$ cat config.mk
export PLATFORM = sky130hd
export DESIGN_NAME = knn_vote
export DESIGN_NICKNAME = d
export VERILOG_FILES = /design/src/rtl/knn_pkg.sv /design/src/rtl/knn_class_counter.sv /design/src/rtl/knn_vote.sv
export SDC_FILE = /design/constraint.sdc
export NUM_CORES = 1
export LEC_CHECK = 0
export BUFFER_PORTS_ARGS = -buffer_cell sky130_fd_sc_hd__buf_2
export CAP_MARGIN = 20
export CORE_AREA = 2 2 118 120
export DETAILED_ROUTE_END_ITERATION = 7
export DIE_AREA = 0 0 120 122
export PLACE_DENSITY = 0.74
export SYNTH_ARGS = -nofsm -noshare
export SYNTH_HDL_FRONTEND = slang
export SYNTH_SLANG_ARGS = --single-unit
$ cat constraint.sdc
create_clock -name clk -period 2.8 [get_ports clk]
set_clock_uncertainty 0.05 [all_clocks]
set_input_delay 0.28 -clock clk [delete_from_list [all_inputs] [get_ports clk]]
set_output_delay 0.28 -clock clk [all_outputs]
set_load 0.005 [all_outputs]
$ cat src/rtl/knn_pkg.sv
// ============================================================================
// Module      : knn_pkg
// Description : Shared label width, class count, vote FSM encoding and a
//               ceil-log2 helper used to size the vote counters.
// Revision    : 1.0 - initial release
// ============================================================================
`default_nettype none

package knn_pkg;

    localparam int unsigned KNN_TYPE_W    = 3;
    localparam int unsigned KNN_N_CLASSES = 2 ** KNN_TYPE_W;

    typedef enum logic [2:0] {
        ST_IDLE   = 3'd0,
        ST_LOAD   = 3'd1,
        ST_COUNT  = 3'd2,
        ST_SELECT = 3'd3,
        ST_OUT    = 3'd4
    } knn_state_t;

    function automatic int unsigned knn_clog2(input int unsigned value);
        int unsigned r;
        r = 0;
        for (int unsigned v = value - 1; v > 0; v = v >> 1) begin
            r = r + 1;
        end
        return r;
    endfunction

endpackage

`default_nettype wire

$ cat src/rtl/knn_class_counter.sv
// ============================================================================
// Module      : knn_class_counter
// Description : Per-class vote counters with the index of each class's first
//               (nearest) occurrence. Class 0 means "no class" and never counts.
// Revision    : 1.0 - initial release
// ============================================================================
`default_nettype none

module knn_class_counter
    import knn_pkg::*;
#(
    parameter int unsigned TYPE_W = KNN_TYPE_W,
    parameter int unsigned CNT_W  = 3
) (
    input  logic                                 clk,
    input  logic                                 rst,
    input  logic                                 clear,
    input  logic                                 inc,
    input  logic [TYPE_W-1:0]                    label,
    input  logic [CNT_W-1:0]                     index,
    output logic [(2**TYPE_W)-1:0][CNT_W-1:0]    cnt,
    output logic [(2**TYPE_W)-1:0][CNT_W-1:0]    first
);

    localparam int unsigned c_n_classes = 2 ** TYPE_W;

    generate
        for (genvar c = 0; c < c_n_classes; c++) begin : g_class
            if (c == 0) begin : g_none
                assign cnt[c]   = '0;
                assign first[c] = '0;
            end else begin : g_slot
                logic [CNT_W-1:0] r_cnt;
                logic [CNT_W-1:0] r_first;
                logic             w_hit;

                assign w_hit = inc && (label == TYPE_W'(c));

                always_ff @(posedge clk) begin
                    if (rst || clear) begin
                        r_cnt   <= '0;
                        r_first <= '0;
                    end else if (w_hit) begin
                        r_cnt <= r_cnt + CNT_W'(1);
                        if (r_cnt == '0) begin
                            r_first <= index;
                        end
                    end
                end

                assign cnt[c]   = r_cnt;
                assign first[c] = r_first;
            end
        end
    endgenerate

endmodule

`default_nettype wire

$ cat src/rtl/knn_vote.sv
// ============================================================================
// Module      : knn_vote
// Description : Majority vote over the K nearest sorted labels; nearer
//               neighbour wins ties. Define KNN_VOTE_COUNT_EN to add the
//               winner_votes output.
// Revision    : 1.0 - initial release
// ============================================================================
`default_nettype none

module knn_vote
    import knn_pkg::*;
#(
    parameter int unsigned N      = 100,
    parameter int unsigned K      = 5,
    parameter int unsigned TYPE_W = KNN_TYPE_W
) (
    input  logic                  clk,
    input  logic                  rst,
    input  logic                  valid_sort,
    input  logic [N*TYPE_W-1:0]   type_array_sorted,
    output logic [TYPE_W-1:0]     class_out,
    output logic                  valid_class,
    output logic                  busy
`ifdef KNN_VOTE_COUNT_EN
    ,
    output logic [knn_clog2(K+1)-1:0] winner_votes
`endif
);

    localparam int unsigned c_n_classes = 2 ** TYPE_W;
    localparam int unsigned c_cnt_w     = knn_clog2(K + 1);

    knn_state_t                               r_state;
    logic                                     r_valid_sort_q;
    logic [K-1:0][TYPE_W-1:0]                 r_labels;
    logic [c_cnt_w-1:0]                       r_index;
    logic [TYPE_W-1:0]                        r_scan;
    logic [TYPE_W-1:0]                        r_best;
    logic [TYPE_W-1:0]                        r_class;
    logic                                     r_valid;
    logic [c_n_classes-1:0][c_cnt_w-1:0]      w_cnt;
    logic [c_n_classes-1:0][c_cnt_w-1:0]      w_first;
    logic                                     w_start;
    logic                                     w_take;
    logic [TYPE_W-1:0]                        w_best_next;

    generate
        if (K < N) begin : g_unused_tail
            logic w_unused_tail;
            assign w_unused_tail = ^type_array_sorted[N*TYPE_W-1:K*TYPE_W];
        end
    endgenerate

    assign w_start = valid_sort & ~r_valid_sort_q;

    knn_class_counter #(
        .TYPE_W (TYPE_W),
        .CNT_W  (c_cnt_w)
    ) u_counter (
        .clk    (clk),
        .rst    (rst),
        .clear  (r_state == ST_LOAD),
        .inc    (r_state == ST_COUNT),
        .label  (r_labels[0]),
        .index  (r_index),
        .cnt    (w_cnt),
        .first  (w_first)
    );

    // Class 0 is never a candidate; equal nonzero counts go to the earlier hit.
    always_comb begin
        w_take = 1'b0;
        if (r_scan != '0) begin
            if (w_cnt[r_scan] > w_cnt[r_best]) begin
                w_take = 1'b1;
            end else if ((w_cnt[r_scan] == w_cnt[r_best]) && (w_cnt[r_scan] != '0)
                         && (w_first[r_scan] < w_first[r_best])) begin
                w_take = 1'b1;
            end
        end
        w_best_next = w_take ? r_scan : r_best;
    end

`ifdef KNN_VOTE_COUNT_EN
    logic [c_cnt_w-1:0] r_votes;
    assign winner_votes = r_votes;
`endif

    always_ff @(posedge clk) begin
        if (rst) begin
            r_state        <= ST_IDLE;
            r_valid_sort_q <= 1'b0;
            r_labels       <= '0;
            r_index        <= '0;
            r_scan         <= '0;
            r_best         <= '0;
            r_class        <= '0;
            r_valid        <= 1'b0;
`ifdef KNN_VOTE_COUNT_EN
            r_votes        <= '0;
`endif
        end else begin
            r_valid_sort_q <= valid_sort;
            r_valid        <= 1'b0;
            case (r_state)
                ST_IDLE: begin
                    if (w_start) begin
                        r_state <= ST_LOAD;
                    end
                end
                ST_LOAD: begin
                    r_labels <= type_array_sorted[K*TYPE_W-1:0];
                    r_index  <= '0;
                    r_scan   <= '0;
                    r_best   <= '0;
                    r_state  <= ST_COUNT;
                end
                ST_COUNT: begin
                    r_labels <= r_labels >> TYPE_W;
                    r_index  <= r_index + c_cnt_w'(1);
                    if (r_index == c_cnt_w'(K - 1)) begin
                        r_state <= ST_SELECT;
                    end
                end
                ST_SELECT: begin
                    r_best <= w_best_next;
                    r_scan <= r_scan + TYPE_W'(1);
                    if (r_scan == '1) begin
                        r_class <= w_best_next;
                        r_valid <= 1'b1;
`ifdef KNN_VOTE_COUNT_EN
                        r_votes <= w_cnt[w_best_next];
`endif
                        r_state <= ST_OUT;
                    end
                end
                ST_OUT: begin
                    r_state <= ST_IDLE;
                end
                default: begin
                    r_state <= ST_IDLE;
                end
            endcase
        end
    end

    assign class_out   = r_class;
    assign valid_class = r_valid;
    assign busy        = (r_state != ST_IDLE);

endmodule

`default_nettype wire

* After elaboration in Yosys (flattened, before gate mapping)
Cells that the tools add are included.
** Operators by class
- Equality and inequality tests :: 16
- Reductions and logical operators :: 33
- Multiplexer cells :: 21
- $lt $le $gt $ge :: 4
- Add/sub/neg operators :: 9
- Bitwise gates (word level) :: 3
** Operators with widths (number)
- $bmux W3 S3 :: 4
- $pmux W15 S2 :: 1
- $add A3 B1 Y3 const B :: 9
- $logic_not A3 Y1 :: 8
- $mux W3 :: 8
- $eq A3 B3 Y1 const B :: 6
- $pmux W3 S2 :: 3
- $reduce_and A2 Y1 :: 8
- $eq A3 B2 Y1 const B :: 4
- $pmux W3 S4 :: 1
- $logic_and A1 B1 Y1 :: 9
- $reduce_bool A3 Y1 :: 3
- $lt A3 B4 Y1 const B :: 2
- $eq A3 B1 Y1 const B :: 2
- $ne A2 B2 Y1 const B :: 3
- $mux W1 :: 4
- $reduce_bool A2 Y1 :: 2
- $eq A3 B3 Y1 :: 1
- $gt A3 B3 Y1 :: 1
- $lt A3 B3 Y1 :: 1
- $reduce_and A3 Y1 :: 1
- $not A1 Y1 :: 2
- $reduce_or A2 Y1 :: 1
- $and A1 B1 Y1 :: 1
- $logic_or A1 B1 Y1 :: 1
** Word-level totals
- Register bits :: 74
- Output and inout bits :: 5

* Depth between registers and ports, before layout
- Depth in word-level cells :: 10
- Gate-level depth with buffers :: 14

* By module
A second synthesis with hierarchy kept.
** Unflattened totals
- Cells, all modules :: 440
- Area, all modules :: 4305.4 um^2
** By module, submodules not included
- knn_vote :: cells an instance 235, area each 2359.8 um^2, times used 1, sequential area each 640.6 um^2
- knn_class_counter :: cells an instance 205, area each 1945.6 um^2, times used 1, sequential area each 840.8 um^2

* Worst setup path after synthesis
No wires, ideal clock.
- Path type :: reg2reg
- Start point :: register r_best[0]
- End point :: register r_class[2], in the netlist class_out[2]
- Stages on the path, launching flop included :: 13
- Library setup time :: 0.100 ns
- Slack :: -0.299 ns
- Path buffers :: 2
- Data arrival time :: 2.949 ns
- Cells stage by stage :: dfxtp_1 clkbuf_1 clkbuf_1 mux4_2 o21ai_0 ha_1 nor2b_1 o21ai_0 a21boi_0 nor3_1 a21oi_2 mux2_4 a2111oi_4
** On the way
- Longest elaborated chain between the ends :: 9
- Elaborated cells between the ends (all ways) :: 13
- Those cells by class :: order compare (2); eq/ne (1); mux (8); reduce/logical (2)
** RTL lines
- start, declared :: RTL line knn_vote.sv:38 : logic [TYPE_W-1:0] r_best;
- start signal, assigned :: RTL line knn_vote.sv:126 : r_best <= w_best_next;
- parallel branches: the longest is 6 deep, another holds $lt A3 B3 Y1
- $mux W1 * :: RTL line knn_vote.sv:74 : if (w_cnt[r_scan] > w_cnt[r_best]) begin
- $mux W1 * :: RTL line knn_vote.sv:73 : if (r_scan != '0) begin
- $mux W3 * :: RTL line knn_vote.sv:81 : w_best_next = w_take ? r_scan : r_best;
- end signal, assigned :: RTL line knn_vote.sv:129 : r_class <= w_best_next;
- end, declared :: RTL line knn_vote.sv:39 : logic [TYPE_W-1:0] r_class;
Every way passes the cells marked *. The select of a mux whose other input is x is not followed.
A chain may end at the register's enable or synchronous reset.

* Worst setup path after layout
Ends and elaborated chain as after synthesis.

==> summary.md <==
| Metric | Value |
|---|---|
| Most frequent cells in the layout | `87 x nor2_1, 72 x dfxtp_1, 43 x buf_4` |
| Chip height | `122 um` |
| Setup_tns | `-0.02803 ns` |
| Routed len/inst | `14.01 um` |
| Max Fclk | `353.6 MHz` |
| Detailed Place HPWL | `6950 um` |
| CP endpoint kind | `flip-flop` |
| Layout cells sized above 1 | `26.83%` |
| Drt initial violations | `232` |
| Final setup violating endpoints | `1` |
| Area contributors post-synth | `dfxtp_1 36%, nor2_1 8.1%, ha_1 7.3%` |
| H-tree depth | `3` |
| CTS Buf Count | `9` |
| FP Rows | `43` |
| DR pass1 iterations | `5` |
| Combinational Power Share | `11.5%` |
| Die footprint | `0.01464 mm^2` |
| Post-layout instance area | `0.005116 mm^2` |
| Die X | `120 um` |
| Sw power | `0.7341 mW` |
| # Max-Cap Violations | `0` |
| Synth Area per Inst | `8.872 um^2` |
| CTS tree | `done` |
| All-layer global routing usage | `13.84%` |
| Final WS setup | `-0.02803 ns` |
| Cell Area, Placed | `0.004701 mm^2` |
| FFs w/ async S/R, synth | `0%` |
| Cell chain of the critical path | `buf_12 -> mux4_2 -> o21ai_0 -> ha_1 -> nand3_2 -> a21boi_2 -> nor3_2 -> a21oi_2 -> mux2_4 -> a2111oi_4` |
| Seq pwr share | `44.2%` |
| Net Sw Frac | `28.58%` |
| Avg Vias per Cell | `4.973` |
| Number of synthesized register bits | `74` |
| Post-synth cell types | `50` |
| Crit-path max cell delay | `0.53 ns` |
| Routed Wire Length | `9780 um` |
| Violations in the final reports | `setup timing` |
| Max stage delay cell, worst path | `mux4_2` |
| VDD IR max | `0.2999 mV` |
| First-pass GRT wire length | `16150 um` |
| Initial antenna violation count | `0` |
| Detail Route Antenna Nets | `0` |
| Peak fanout along the critical path | `10` |
| Util after Layout | `37.89%` |
| Final Wtd Congestion | `0.8346` |
| Crit path kind | `flip-flop to flip-flop` |
| Worst-margin pin slew | `0.5178 ns` |
| Yosys top cell area share | `36.22%` |
| Final Hold Vio Count | `0` |
| Mapped Nets | `788` |
| Port bufs | `22` |
| # diodes | `0` |
| Startpoint types | `flip-flop` |
| Vias in the first global route | `3373` |
| Register area share after synthesis | `36.22%` |
| Residual DRC count | `0` |
| Register-to-register setup slack | `-0.03 ns` |
| Post-layout net count | `840` |
| Most common cell after layout, fill and taps aside | `nor2_1` |
| Clock slew seen by the registers of the worst setup and hold paths | `0.06 ns` |
| WHS | `0.1134 ns` |
| Yosys warns | `0` |
| Worst skew pair latency | `0.34 ns` |
| I/O Pins | `308` |
| Clock network power share | `44.3%` |
| Period utilisation layout | `101.0%` |
| Status | `finished, violations left` |
| Critical Path RT | `3.00 ns` |
| Post-synth EDFFs | `0` |
| Sink Count | `74` |
| LEAKAGE | `1.969 nW` |
| Largest net degree at the start of global routing | `30` |
| Count of pins over their slew limit | `0` |
| Fin crit period | `2.828 ns` |
| Pwr/cell area | `502.0 mW/mm^2` |
| HP Class | `input pin to flip-flop` |
| Cell area after synthesis | `0.004090 mm^2` |
| Initial Utilization | `30.29%` |
| Clock root cell | `clkbuf_16` |
| Most used DFF post-synth | `dfxtp_1` |
| Yosys top cell by area | `dfxtp_1` |
| GRT overflow | `0` |
| Power, Total | `2.569 mW` |
| Maximum clock insertion buffer count | `2` |
| Vias | `3471` |
| Slew headroom | `65.35%` |
| Cells after synthesis | `461` |
| Int Pwr | `1.834 mW` |
| Crit path DAT | `3.02 ns` |
| Core area | `0.01350 mm^2` |
| P&R area growth vs syn | `25.08%` |
| Unrepaired setup endpoints after global routing | `yes` |
==> cell type report <==
type / instances / area (um^2)
fill: 1297 / 8388
multi-input combinational: 333 / 2487
sequential: 74 / 1486
timing repair buffer: 72 / 541.8
clock buffer: 9 / 225.2
tap: 180 / 225.2
inverter: 23 / 86.33
clock inverter: 7 / 63.81
==> routing by layer <==
| layer | vias to the layer above | track usage [%] | wire length, um |
|---|---|---|---|
| li1 | 1712 | - | - |
| met1 | 1671 | 17.34 | 4383 |
| met2 | 78 | 23.44 | 4843 |
| met3 | 10 | 2.996 | 414 |
| met4 | 0 | 4.926 | 138 |
| met5 | - | 0 | 0 |
==> worst max-delay path: cells and delay by family, from the launching register on <==
family | cells | cell delay, ns
AOI/OAI and AO/OA | 4 | 0.84
adders and majority gates | 1 | 0.30
buffers and inverters | 1 | 0.15
DFF | 1 | 0.36
muxes | 2 | 0.86
and+or+nand+nor | 2 | 0.17
==> kinds of logic after synthesis <==
| family | synth area share [%] |
|---|---|
| fa+ha+maj | 7.342 |
| xor+xnor | 3.426 |
| simple gates | 16.83 |
| mux | 14.44 |
| flops | 36.22 |
| buf+inv | 5.812 |
| compound gates | 15.94 |
==> path summary, 6_finish.rpt <==
| kind | cells past startpoint | start | endpoint |
|---|---|---|---|
| worst max-delay path | 10 | r_best[0] | class_out[2] |
| worst min register to register | 2 | r_labels[8] | r_labels[8] |
| worst max register to register | 10 | r_best[0] | class_out[2] |
| worst min-delay path | 2 | valid_sort | r_valid_sort_q |
==> state kept, by name (all words and copies together), names as in the netlist <==
name	flops
u_counter.g_class.g_slot.r_cnt	21
u_counter.g_class.g_slot.r_first	21
r_labels	15
class_out	3
r_best	3
r_index	3
r_scan	3
r_state	3
r_valid_sort_q	1
valid_class	1
==> cells in the mapped netlist (7+ instances only) <==
cell type / count
o21ai_0: 23
a311oi_1: 10
dfxtp_1: 74
clkbuf_1: 22
a21oi_1: 21
a22oi_1: 7
nand2_1: 30
mux2i_1: 29
ha_1: 24
nor2_1: 88
xnor2_1: 8
inv_1: 23
mux4_2: 8
xor2_1: 8
a221oi_1: 9
==> per-stage QoR <==
stage               setup slack, ns  std cells
floorplan                 0.0003062        461
global placement            -0.1736        680
detailed placement          -0.2311        680
CTS                       -0.009897        697
global route                -0.1622        698
finish                     -0.02803        698
==> power groups by stage <==
stage | registers (mW) | clock network (mW) | logic, mW
2_1_floorplan | 1.14 | 0 | 0.203
3_3_place_gp | 1.16 | 0 | 0.282
3_5_place_dp | 1.16 | 0 | 0.286
4_1_cts | 1.14 | 1.15 | 0.293
5_1_grt | 1.14 | 1.19 | 0.330
6_report | 1.14 | 1.14 | 0.295
==> what timing repair did <==
action | in CTS | in global routing
endpoints found under the setup margin | 6 | 6
gates resized for setup | 16 | 14
pin swaps | 3 | 8
setup buffers | 1 | 1
hold buffers | 0 | 0
hold endpoints to repair | 0 | 0
(Power assumes the default switching activity.)
